--- src/rtl/uadder_collect.sv ---
// Result-side collector for the chunk-serial micro-adder: assembles WIDTH-bit
// results from LSB-first chunks and resolves the compare condition.
module uadder_collect #(
    parameter int WIDTH = 32,
    parameter int WADD  = 12
) (
    input  logic            clk,
    input  logic            rst_n,
    input  logic            req_valid,
    output logic            req_ready,
    input  logic [2:0]      req_op,
    input  logic            req_a_sign,
    input  logic            req_b_sign,
    input  logic            chunk_valid,
    input  logic [WADD-1:0] chunk_data,
    input  logic            chunk_cout,
    output logic            rsp_valid,
    input  logic            rsp_ready,
    output logic [WIDTH-1:0] rsp_result,
    output logic            rsp_cond,
    output logic            rsp_cout,
    output logic            busy,
    output logic            proto_err,
    output logic [1:0]      state_dbg
);
    localparam int NCYC  = (WIDTH + WADD - 1) / WADD;
    localparam int WLAST = WIDTH - (NCYC - 1) * WADD;
    localparam int IW    = (NCYC > 1) ? $clog2(NCYC) : 1;
    localparam logic [WADD-1:0] LAST_MASK = {WADD{1'b1}} >> (WADD - WLAST);

    typedef enum logic [1:0] {
        IDLE    = 2'd0,
        COLLECT = 2'd1,
        RESP    = 2'd2
    } state_t;

    typedef enum logic [2:0] {
        OP_EQ  = 3'b000,
        OP_NE  = 3'b001,
        OP_ADD = 3'b010,
        OP_SUB = 3'b011,
        OP_LT  = 3'b100,
        OP_GE  = 3'b101,
        OP_LTU = 3'b110,
        OP_GEU = 3'b111
    } adder_op_t;

    state_t          state;
    adder_op_t       op;
    logic            a_sign;
    logic            b_sign;
    logic [IW-1:0]   idx;
    logic [WIDTH-1:0] result;
    logic            zero;
    logic            cout;
    logic            cond;
    logic            err_q;

    logic            last_beat;
    logic [WADD-1:0] chunk_masked;
    logic            zero_next;
    logic            lt;
    logic            cond_next;

    always_comb begin
        last_beat    = (idx == IW'(NCYC - 1));
        chunk_masked = last_beat ? (chunk_data & LAST_MASK) : chunk_data;
        zero_next    = zero & (chunk_masked == '0);
        // Result MSB comes from the final chunk arriving this cycle.
        lt           = (a_sign != b_sign) ? a_sign : chunk_data[WLAST-1];
        cond_next    = 1'b0;
        case (op)
            OP_EQ:   cond_next = zero_next;
            OP_NE:   cond_next = ~zero_next;
            OP_LT:   cond_next = lt;
            OP_GE:   cond_next = ~lt;
            OP_LTU:  cond_next = ~chunk_cout;
            OP_GEU:  cond_next = chunk_cout;
            default: cond_next = 1'b0;
        endcase
    end

    // Both ports use valid/ready: a transfer happens on a rising edge where
    // valid and ready are both high; the producer holds its payload until then.
    always_ff @(posedge clk or negedge rst_n) begin
        if (!rst_n) begin
            state  <= IDLE;
            op     <= OP_ADD;
            a_sign <= 1'b0;
            b_sign <= 1'b0;
            idx    <= '0;
            result <= '0;
            zero   <= 1'b1;
            cout   <= 1'b0;
            cond   <= 1'b0;
            err_q  <= 1'b0;
        end else begin
            if (chunk_valid && state != COLLECT)
                err_q <= 1'b1;
            case (state)
                IDLE: begin
                    if (req_valid) begin
                        op     <= adder_op_t'(req_op);
                        a_sign <= req_a_sign;
                        b_sign <= req_b_sign;
                        idx    <= '0;
                        zero   <= 1'b1;
                        state  <= COLLECT;
                    end
                end
                COLLECT: begin
                    if (chunk_valid) begin
                        zero <= zero_next;
                        for (int k = 0; k < NCYC - 1; k++)
                            if (idx == IW'(k))
                                result[k*WADD +: WADD] <= chunk_data;
                        if (last_beat) begin
                            result[WIDTH-1 -: WLAST] <= chunk_data[WLAST-1:0];
                            cout  <= chunk_cout;
                            cond  <= cond_next;
                            state <= RESP;
                        end else begin
                            idx <= idx + 1'b1;
                        end
                    end
                end
                RESP: begin
                    if (rsp_ready)
                        state <= IDLE;
                end
                default: state <= IDLE;
            endcase
        end
    end

    assign req_ready  = (state == IDLE);
    assign busy       = (state != IDLE);
    assign rsp_valid  = (state == RESP);
    assign rsp_result = result;
    assign rsp_cond   = cond;
    assign rsp_cout   = cout;
    assign proto_err  = err_q;
    assign state_dbg  = state;
endmodule

--- config.mk ---
export PLATFORM = sky130hd
export DESIGN_NAME = uadder_collect
export DESIGN_NICKNAME = d
export VERILOG_FILES = /design/src/rtl/uadder_collect.sv
export SDC_FILE = /design/constraint.sdc
export NUM_CORES = 1
export LEC_CHECK = 0
export ABC_AREA = 1
export BUFFER_PORTS_ARGS = -buffer_cell sky130_fd_sc_hd__buf_2
export CAP_MARGIN = 10
export CORE_ASPECT_RATIO = 1.4
export CORE_MARGIN = 8
export CORE_UTILIZATION = 55
export CTS_BUF_LIST = sky130_fd_sc_hd__clkbuf_4
export DETAILED_ROUTE_END_ITERATION = 7
export PLACE_DENSITY_LB_ADDON = 0.2
export SYNTH_ARGS = -nofsm -noshare
export SYNTH_HDL_FRONTEND = slang
export SYNTH_SLANG_ARGS = --single-unit
export TNS_END_PERCENT = 100
--- constraint.sdc ---
create_clock -name clk -period 2.95 [get_ports clk]
set_input_delay 0.59 -clock clk [delete_from_list [all_inputs] [get_ports clk]]
set_output_delay 0.59 -clock clk [all_outputs]
set_load 0.05 [all_outputs]
==> reports/results.tsv <==
metric	value	unit
hold_viol	0	
synth_simple_gate_area_share	19.9	%
synth.most_common_cell	nand2_1	
cp-end-kind	primary output	
required	2.36	ns
tightest_slew	0.952	ns
grt_pass1_vias	1635	
rsz0062_at_grt	false	
netlist_top_cells_area	dfrtp_1, nand2_1, o21ai_0	
slew_violations	0	
dp_hpwl	3.28	mm
status	complete, no violations	
power_leakage	1.29	nW
worstSetupPathType	flop to primary output	
slew_headroom	36.6	%
cts_sinks	45	
netlist_top_cells_count	nand2_1, dfrtp_1, inv_1	
multi_input_area	684	um2
wirelength	4.25	mm
wl_per_cell	13.3	um
tns	0	ns
dpl_cell_area	2270	um2
clockRootBuffer	clkbuf_4	
nets	304	
seqCellArea	1130	um2
drive_above_1_share	31.2	%
first_pass_iters	5	
power.density	1320	nW/um2
route.detailed.drc	0	
htree_levels	2	
cts_buffers	5	
min_period_over_period	62.7	%
insertion_delay	0.35	ns
post-route-util	68.8	%
ys_seq_area_share	57.5	%
ys_ff_latch	45	
diodes	0	
cts_tree	done	
vias	1576	
synth-compound-area-share	13.1	%
final_cells	319	
yosys_warnings	0	
design_area	2350	um2
path_clk_slew	0.13	ns
grt.overflow.total	0	
gp_congestion	0.777	
yosysTopAreaCell	dfrtp_1	
syn_inst	215	
dp_cells	311	
groute.usage.overall	15.5	%
antenna_found_initial	0	
io_pins	63	
synth_top_family_by_area	simple AND/OR/NAND/NOR gates	
rows	25	
arrival	1.26	ns
yosys.area.top_type_share	54.8	%
die_w	66.5	um
ant_nets	0	
ys_types	21	
cp_max_fo	5	
drv_cap	0	
max_freq	0.541	GHz
synth_area	1960	um2
coreArea	3410	um2
grt_max_degree	46	
die-area	5760	um2
cts_setup_buffers	0	
hold_class	input port to asynchronous set/reset pin	
fillers	307	
grt_pass1_wl	7.07	mm
setup_viol_count_final	0	
synth_xor_area_share	0	%
preCtsSetupSlack	1.36	ns
clockBufferDepth	2	
synth_ff_type	dfrtp_1	
async_reset_ff_share	100	%
portBuffers	62	
ctsHoldBuffers	0	
avgSynthCellArea	9.13	um2
die_y	86.7	um
cp-start-kind	flop	
hold_ws	0.376	ns
drt-initial-drc-count	88	
viasPerCell	4.94	
finalCriticalPeriod	1.85	ns
synth_fa_ha_area_share	1.91	%
fin_skew	0.0117	ns
synth_edf_count	0	
timing.final.ws_setup	1.10	ns
postSynthNetCount	241	
synthMuxAreaShare	0	%
initial_core_util	57.5	%
area_growth_syn_to_layout	19.6	%
cts_resized	0	
ir_drop	779	uV
power	3.10	mW
==> cells by family (layout without fill, tap and decap cells) <==
logic type,after synthesis,after routing
AOI/OAI and AO/OA,42,42
DFF,45,45
buffers and inverters,31,95
adders and majority gates,3,3
and+or+nand+nor,94,94
==> cell usage in the layout (no fill, tap or decap), types with 2 or more instances in the layout <==
master	count
buf_2	62
clkbuf_4	6
dfrtp_1	43
dfstp_2	2
ha_1	3
inv_1	23
inv_2	2
nand2_1	63
nand2_2	3
nand3_1	10
nor2_1	14
nor2_4	2
nor3_1	2
o21ai_0	19
o21ai_1	9
o21ai_2	9
==> path summary, 6_finish.rpt <==
path / cells past startpoint / start / to / slack, ns
setup / recovery: 2 / state_dbg[0] / req_ready / 1.10
hold / removal: 1 / rst_n / rsp_result[4] / 0.38
setup reg to reg: 6 / idx[0] / state_dbg[1] / 1.54
hold reg to reg: 1 / proto_err / proto_err / 0.49
max in group asynchronous: 1 / rst_n / proto_err / 1.98
min in group clk: 2 / rsp_ready / state_dbg[1] / 0.41
==> cell type report <==
type,instances,share of cell area (%)
inverter,25,4.00
clock buffer,6,1.92
clock inverter,2,1.44
tap,40,2.13
timing repair buffer,62,13.2
multi-input combinational,139,29.2
sequential,45,48.1
==> sequential cells by signal (all words and copies together) (netlist names) <==
| register | flops |
|---|---|
| rsp_result | 32 |
| state_dbg | 2 |
| rsp_cond | 1 |
| a_sign | 1 |
| op | 3 |
| proto_err | 1 |
| rsp_cout | 1 |
| b_sign | 1 |
| zero | 1 |
| idx | 2 |
==> critical path, stage by stage, from the launching register on <==
cell and delay (ns):
dfrtp_1 0.45, nor2_1 0.18, buf_2 0.29
==> report_power, final <==
group	total (mW)	internal (mW)	switching, mW	leakage [nW]
Clock	0.371	0.186	0.185	0.0433
Sequential	1.05	0.897	0.156	0.555
Combinational	1.68	0.383	1.30	0.689
Total	3.10	1.47	1.64	1.29
==> routing by layer <==
layer / part of all wire [%] / GRT usage, %
met2: 51 / 26.2
met1: 40 / 17.3
met3: 7.5 / 5.42
met4: 1.1 / 5.65
met5: 0 / 0
No activity file was read; power rests on OpenSTA's default activity.
